**src/rtl/pixel_loader.sv**
```systemverilog
// Purpose: deserialises a synced byte stream (AA 55 header) into addressed pixel writes for a frame buffer.
// Latency: one cycle from an accepted pixel byte to its o_DV/o_pixel/o_col/o_row write strobe.
// Backpressure: none; every i_DV is consumed or dropped, and an inter-byte stall aborts the frame via timeout.
module pixel_loader #(
    parameter int bitsPixel     = 8,
    parameter int numPixel      = 19200,
    parameter int lineWidth     = 160,
    parameter int timeoutCycles = 1000000
) (
    input  logic                 clk,
    input  logic                 rst_n,
    input  logic                 i_DV,
    input  logic [bitsPixel-1:0] i_byte,
    output logic                 o_DV,
    output logic [bitsPixel-1:0] o_pixel,
    output logic [7:0]           o_col,
    output logic [6:0]           o_row,
    output logic                 o_frameDone,
    output logic                 o_err,
    output logic                 o_busy
);

    // Header bytes, sized to the pixel width so the compare is width-clean.
    localparam logic [bitsPixel-1:0] SYNC_A = bitsPixel'(8'hAA);
    localparam logic [bitsPixel-1:0] SYNC_B = bitsPixel'(8'h55);

    // Last column of a row and last pixel of a frame.
    localparam logic [7:0]  COL_LAST = 8'(lineWidth - 1);
    localparam logic [14:0] PIX_LAST = 15'(numPixel - 1);

    // Idle counter only has to reach the timeout value, then it stops.
    localparam int                IDLE_W   = $clog2(timeoutCycles + 1);
    localparam logic [IDLE_W-1:0] IDLE_MAX = IDLE_W'(timeoutCycles);

    typedef enum logic [1:0] {
        ST_IDLE = 2'd0,
        ST_SYNC = 2'd1,
        ST_LOAD = 2'd2
    } state_t;

    state_t state;
    state_t state_nxt;

    logic [14:0]       pix_cnt;
    logic [7:0]        col_cnt;
    logic [6:0]        row_cnt;
    logic [IDLE_W-1:0] idle_cnt;

    // Decoded per-cycle controls, produced by the output decode below.
    logic timeout_fire;
    logic load_start;
    logic pix_accept;
    logic frame_last;

    // State register; reset forces IDLE so any partial frame is abandoned silently.
    always_ff @(posedge clk) begin
        if (!rst_n) begin
            state <= ST_IDLE;
        end else begin
            state <= state_nxt;
        end
    end

    // Next-state decode: timeout has priority over any byte arriving the same cycle.
    always_comb begin
        state_nxt = state;
        case (state)
            ST_IDLE: begin
                if (i_DV && (i_byte == SYNC_A)) begin
                    state_nxt = ST_SYNC;
                end
            end
            ST_SYNC: begin
                if (timeout_fire) begin
                    state_nxt = ST_IDLE;
                end else if (i_DV) begin
                    if (i_byte == SYNC_B) begin
                        state_nxt = ST_LOAD;
                    end else if (i_byte == SYNC_A) begin
                        state_nxt = ST_SYNC;
                    end else begin
                        state_nxt = ST_IDLE;
                    end
                end
            end
            ST_LOAD: begin
                if (timeout_fire) begin
                    state_nxt = ST_IDLE;
                end else if (i_DV && frame_last) begin
                    state_nxt = ST_IDLE;
                end
            end
            default: begin
                state_nxt = ST_IDLE;
            end
        endcase
    end

    // Output decode: busy flag plus the strobes that steer the datapath registers.
    always_comb begin
        o_busy       = (state != ST_IDLE);
        timeout_fire = (state != ST_IDLE) && (idle_cnt == IDLE_MAX);
        load_start   = (state == ST_SYNC) && i_DV && !timeout_fire && (i_byte == SYNC_B);
        pix_accept   = (state == ST_LOAD) && i_DV && !timeout_fire;
        frame_last   = (pix_cnt == PIX_LAST);
    end

    // Idle counter: cleared by any byte and while IDLE (so SYNC entry starts from zero), saturates at the limit.
    always_ff @(posedge clk) begin
        if (!rst_n) begin
            idle_cnt <= '0;
        end else if ((state == ST_IDLE) || i_DV || timeout_fire) begin
            idle_cnt <= '0;
        end else if (idle_cnt != IDLE_MAX) begin
            idle_cnt <= idle_cnt + IDLE_W'(1);
        end
    end

    // Pixel/column/row counters; row*lineWidth+col always tracks pix_cnt.
    always_ff @(posedge clk) begin
        if (!rst_n) begin
            pix_cnt <= '0;
            col_cnt <= '0;
            row_cnt <= '0;
        end else if (timeout_fire || load_start) begin
            pix_cnt <= '0;
            col_cnt <= '0;
            row_cnt <= '0;
        end else if (pix_accept) begin
            if (frame_last) begin
                pix_cnt <= '0;
                col_cnt <= '0;
                row_cnt <= '0;
            end else begin
                pix_cnt <= pix_cnt + 15'd1;
                if (col_cnt == COL_LAST) begin
                    col_cnt <= '0;
                    row_cnt <= row_cnt + 7'd1;
                end else begin
                    col_cnt <= col_cnt + 8'd1;
                end
            end
        end
    end

    // Registered write port: strobes are single-cycle, data/address hold between writes.
    always_ff @(posedge clk) begin
        if (!rst_n) begin
            o_DV        <= 1'b0;
            o_pixel     <= '0;
            o_col       <= '0;
            o_row       <= '0;
            o_frameDone <= 1'b0;
            o_err       <= 1'b0;
        end else begin
            o_DV        <= pix_accept;
            o_frameDone <= pix_accept && frame_last;
            o_err       <= timeout_fire;
            if (pix_accept) begin
                o_pixel <= i_byte;
                o_col   <= col_cnt;
                o_row   <= row_cnt;
            end
        end
    end

endmodule

```
**config.mk**
```make
export PLATFORM = sky130hd
export DESIGN_NAME = pixel_loader
export DESIGN_NICKNAME = d
export VERILOG_FILES = /design/src/rtl/pixel_loader.sv
export SDC_FILE = /design/constraint.sdc
export NUM_CORES = 1
export LEC_CHECK = 0
export ABC_AREA = 0
export CAP_MARGIN = 20
export CORE_MARGIN = 1.5
export CORE_UTILIZATION = 55
export CTS_BUF_LIST = sky130_fd_sc_hd__clkbuf_16
export DETAILED_ROUTE_END_ITERATION = 6
export PLACE_DENSITY = 0.76
export RECOVER_POWER = 50
export SYNTH_ARGS = -nofsm -noshare
export SYNTH_HDL_FRONTEND = slang
export SYNTH_SLANG_ARGS = --single-unit
export TNS_END_PERCENT = 5
```
**constraint.sdc**
```tcl
create_clock -name clk -period 4.8 [get_ports clk]
set_clock_uncertainty 0.2 [all_clocks]
set_input_delay 0.96 -clock clk [delete_from_list [all_inputs] [get_ports clk]]
set_output_delay 0.96 -clock clk [all_outputs]
set_load 0.01 [all_outputs]
```
==> impl_metrics.json <==
{
  "grt-busiest-layer": "met2",
  "grt_use_total_pct": 23.3,
  "ioPinCount": 38,
  "reg2reg_from": "idle_cnt[7]$_SDFFE_PP0P_",
  "syn_nets": 429,
  "synth_seq_area_share_pct": 44.0,
  "ff2ff_setup_slack_ns": 1.05,
  "leakagePower_uw": 0.00144,
  "cts_resized": 0,
  "vias_per_cell": 5.77,
  "synthDistinctLibCells": 49,
  "use_met2_pct": 36.7,
  "min_from": "o_col[2]$_SDFFE_PN0P_",
  "synth_top_area_share_pct": 44.0,
  "violations": "max-capacitance violations, max-slew violations",
  "grt_pass1_wl_mm": 13.0,
  "ys_ff_latch": 78,
  "ant_nets": 0,
  "post_layout_nonfiller_instances": 525,
  "reg2reg_depth": 7,
  "fill_cells": 535,
  "path_clk_slew_ns": 0.06,
  "crit_chain": "nor4b_1 -> nand4_1 -> clkbuf_1 -> o21ai_1 -> buf_4 -> o31ai_1 -> a211oi_1",
  "cts_tree": "done",
  "critPathKind": "flip-flop to flip-flop",
  "cpMaxStageDelayCell": "o21ai_1",
  "coreArea_mm2": 0.00628,
  "worstPathArrival_ns": 3.80,
  "htree_levels": 3,
  "synth_edf_count": 0,
  "first_global_vias": 2783,
  "relSlewSlack_pct": -20.3,
  "synth_common_cells": "dfxtp_1 (78), nand2_1 (65), a21oi_1 (31), nor2_1 (31), nor3_1 (23)",
  "peakVddDrop_mv": 0.241,
  "global_route.usage.met1_pct": 31.0,
  "synthCells": 413,
  "maxCapViolations": 1,
  "n_antenna_cell": 0,
  "antenna_found_initial": 0,
  "worst-path-max-fanout": 30,
  "synthTopCellsByArea": "dfxtp_1 (44%), nand2_1 (6.9%), xor2_1 (5.2%), a21oi_1 (4.4%), xnor2_1 (3.5%)",
  "end_kind": "flip-flop",
  "cp.required_ns": 4.84,
  "setup_viol": 0,
  "initial_core_util_pct": 56.5,
  "synth_area_mm2": 0.00355,
  "hold-path-endpoint": "o_col[2]$_SDFFE_PN0P_",
  "min_delay_path_depth": 2,
  "dpl.hpwl_mm": 5.10,
  "fp.dieArea_mm2": 0.00694,
  "synthFlopType": "dfxtp_1",
  "area_delta_synth_final_pct": 19.0,
  "rsz0062_at_grt": "false",
  "nNetsFinal": 459,
  "grt_max_degree": 31,
  "tightest_slew_ns": 1.79,
  "cts.sinks": 78,
  "start_kind": "flip-flop",
  "dieWidth_um": 83.3,
  "postCtsHoldBufs": 0,
  "finalHoldViolCount": 0,
  "placementRows": 29,
  "hold_class": "flip-flop to flip-flop",
  "yosysTopAreaCell": "dfxtp_1",
  "powerDensity_mw_per_mm2": 318,
  "firstDrtPassIters": 5,
  "setup-tns-final_ns": 0,
  "crit_family": "compound AO/OA/AOI/OAI gates",
  "drv_slew": 31,
  "clk-insertion-delay-late_ns": 0.33,
  "fin_crit_sh_pct": 78.1,
  "ys_async_sr_fraction_pct": 0,
  "drt_iter0_drc": 158,
  "period_needed_ns": 3.75,
  "timing.hold.ws_ns": 0.254,
  "clockBufferDepth": 2,
  "critPathMaxStageDelay_ns": 1.44,
  "grt_util_met3_pct": 6.16,
  "port_buffers": 37,
  "postCtsSetupBuffers": 0,
  "synth.avg_cell_area_um2": 8.59,
  "wire_per_inst_um": 14.5,
  "drt-total-wl_mm": 7.62,
  "cts_root_buf": "clkbuf_16",
  "worstReg2RegEnd": "col_cnt[6]$_SDFFE_PP0P_",
  "cts-buffers-inserted": 9,
  "gp_congestion": 0.860,
  "dpl.cell_count": 509,
  "status": "finished, violations left",
  "drc": 0,
  "final_core_utilization_pct": 67.3,
  "num_vias": 3030,
  "grt.overflow.total": 0,
  "die_y_um": 83.3,
  "drive_gt1_share_pct": 6.25,
  "timing.critical_path.buf_inv": 2,
  "yosysWarnings": 0,
  "synth_most_common_cell": "dfxtp_1",
  "fmax_ghz": 0.267
}
==> worst max-delay path by stage <==
stage,slack [ns],end,cells after the start,start
2_1_floorplan,2.52,pix_cnt[4]$_SDFFE_PP0P_,6,i_byte[1]
3_3_place_gp,1.22,col_cnt[6]$_SDFFE_PP0P_,6,i_DV
3_5_place_dp,1.20,col_cnt[6]$_SDFFE_PP0P_,6,i_DV
4_1_cts,1.54,col_cnt[6]$_SDFFE_PP0P_,6,i_DV
5_1_grt,0.73,col_cnt[6]$_SDFFE_PP0P_,7,idle_cnt[7]$_SDFFE_PP0P_
6_report,1.05,col_cnt[6]$_SDFFE_PP0P_,7,idle_cnt[7]$_SDFFE_PP0P_
==> sequential cells by signal (all words and copies together) (netlist names) <==
register,count
pix_cnt,15
o_col,8
row_cnt,7
o_err,1
o_DV,1
o_row,7
state,2
col_cnt,8
idle_cnt,20
o_pixel,8
o_frameDone,1
==> layout by cell type, fill, tap and decap left out, drive strengths merged, types with 2 or more instances in the layout <==
master / count
nor3: 23
and4: 8
a21oi: 32
a211oi: 7
nor4b: 3
inv: 9
o31ai: 4
a2111oi: 3
and3: 12
nand4b: 2
nand3b: 4
nor2b: 2
ha: 5
clkdlybuf4s50: 9
clkinvlp: 3
nor2: 32
o211ai: 8
a31oi: 3
nand3: 17
buf: 4
nand4: 7
nand2: 65
clkbuf: 10
xnor2: 14
dfxtp: 78
nor4bb: 3
nor4: 2
xor2: 21
clkinv: 4
dlygate4sd3: 28
o2111ai: 4
o21ai: 7
or4: 8
==> power by group <==
part,internal [µW],switching [µW]
sequential,650,4.95
combinational,12.9,16.8
clock,397,260
total,1060,282
==> through the flow <==
stage / power (µW) / setup slack (ns) / area [µm²]
detailed placement: 699 / 1.20 / 3940
CTS: 1350 / 1.54 / 4230
global route: 1380 / 0.735 / 4220
floorplan: 683 / 2.52 / 3550
finish: 1340 / 1.05 / 4220
global placement: 698 / 1.22 / 3940
==> layout make-up <==
type	count	area [µm²]	share of cell area, %
clock buffer	9	225	5.33
clock inverter	7	65.1	1.54
inverter	10	37.5	0.889
multi-input combinational	302	1830	43.4
sequential	78	1560	37.0
tap	77	96.3	2.28
timing repair buffer	42	404	9.57
==> metal layers <==
layer | up-vias | share of wire, % | routed length, µm
li1 | 1527 | - | -
met1 | 1436 | 48 | 3670
met2 | 56 | 47 | 3550
met3 | 11 | 4.1 | 310
met4 | 0 | 1.2 | 91
met5 | - | 0 | 0
==> cells by family (layout without fill, tap and decap cells) <==
family                   count (synthesis)  count (layout)  share of synthesized area, %
AO/OA/AOI/OAI                           69              69                          12.6
XOR/XNOR                                35              35                          8.64
adder cells (fa/ha/maj)                  5               5                          1.76
buffers and inverters                   33              68                          4.30
flip-flops                              78              78                          44.0
multiplexers                             1               1                         0.282
AND/OR/NAND/NOR                        192             192                          28.5
==> worst reg2reg max path: stages, from the launching register on <==
cell,delay (ns)
dfxtp_1,0.34
nor4b_1,0.53
nand4_1,0.15
clkbuf_1,0.32
o21ai_1,1.45
buf_4,0.40
o31ai_1,0.10
a211oi_1,0.19
Note: power is estimated with default switching activity, not from simulation.
==> patch (config.mk and constraints unchanged) <==
Set the parameter `bitsPixel` to 12 (it was 8).
--- a/src/rtl/pixel_loader.sv
+++ b/src/rtl/pixel_loader.sv
@@ -4,3 +4,3 @@
 module pixel_loader #(
-    parameter int bitsPixel     = 8,
+    parameter int bitsPixel     = 12,
     parameter int numPixel      = 19200,
Ports: changed (resized i_byte and o_pixel); port bits go from 38 to 46. No check against the original RTL was run, so the function may have changed too.
==> patch against the unedited design <==
Utilization rose by 0.87 points. Count of clock-buffer cells in the layout unchanged. Clock power rose by 15%. Area after synthesis grew 9.0%. Total power is 8.9% higher. Combinational power shrank 4%. Sequential cell count increased by 4. Final cell count up 12%. Register-to-register slack improved by 530 ps. Cell area grew 9.6%. Routed wire length up 7.3%. Global-route usage grew 0.081 points. Setup slack better by 87 ps. Critical path type is now in -> reg. Highest routed layer unchanged.
==> patch: results (changes against the unedited design) <==
The run finished with clean final reports. The register-to-register setup slack came to 1580 ps (+530 ps). The peak supply drop came out at 0.204 mV (-15%).

The adder-cell share of the synthesized area is 1.62% (-0.14 points). For hold timing, the worst endpoint is o_row[4]. The per-cell via count in the routed design is 5.76 (-0.25%).

The sum of net half-perimeters after detailed placement is 5320 um (+4.3%). The number of max-slew violations in the final report is 0 (-100%). The start point of the critical path is i_DV. The fraction of met1 tracks used by global routing came out at 29.9% (-1.1 points).

Ranked by instance count, the synthesized netlist is headed by 82 x sky130_fd_sc_hd__dfxtp_1, 71 x sky130_fd_sc_hd__nand2_1, 36 x sky130_fd_sc_hd__nor2_1, 30 x sky130_fd_sc_hd__a21oi_1, 28 x sky130_fd_sc_hd__a21boi_1. The met2 wire length is 3840 um (+8.1%). The number of fill cells in the layout is 564 (+5.4%). The maximum fanout encountered on the critical timing path is 36 (+20%).

The met3 wirelength from detailed routing is 328 um (+5.8%). The total track usage came out at 23.4% (+0.081 points). The maximum number of pins on one net before global-route repair is 67 (+120%). The total leakage power is 0.00161 uW (+12%). The global-route track usage on met2 came out at 38.1% (+1.3 points).

The worst hold path begins at o_row[4]. The first-pass iteration count of the detailed router came out at 4 (-1). The distinct cell type count of the synthesized netlist came to 48 (-2.0%).

The startpoint of the most critical register-to-register path is idle_cnt[2]. The fraction of final layout cells sized beyond drive strength 1 came out at 5.48% (-0.77 points). The sequential share of the synthesized area came out at 42.5% (-1.5 points).

The stage delay of the slowest cell on the critical path is 1110 ps (-330 ps). The number of cells traversed by the worst register-to-register path is 6 (-1).
==> patch: power by group <==
part / leakage [uW] / internal (uW) / switching, uW
sequential: 0.000660 / 680 / 0.00260
combinational: 0.000797 / 15.8 / 12.9
clock: 0.000157 / 460 / 294
==> patch: area by class of cell <==
type,count,area [um^2],area share [%]
Sequential cell,82,1640,35.4
Tap cell,96,120,2.59
Inverter,6,22.5,0.486
Multi-Input combinational cell,341,2050,44.3
Clock buffer,9,225,4.86
Clock inverter,7,98.8,2.13
Timing Repair Buffer,48,469,10.1
==> patch: through the flow <==
stage | cells | util (%) | setup slack (ps) | hold slack (ps) | area [um^2]
final | 589 | 68.2 | 1140 | 251 | 4630
after CTS | 589 | 68.3 | 1950 | 255 | 4640
after global placement | 573 | 63.5 | 1600 | 238 | 4310
after floorplan | 454 | - | 2460 | 230 | 3870
after detailed placement | 573 | 63.5 | 1590 | 246 | 4310
after global routing | 589 | 68.2 | 863 | 276 | 4630
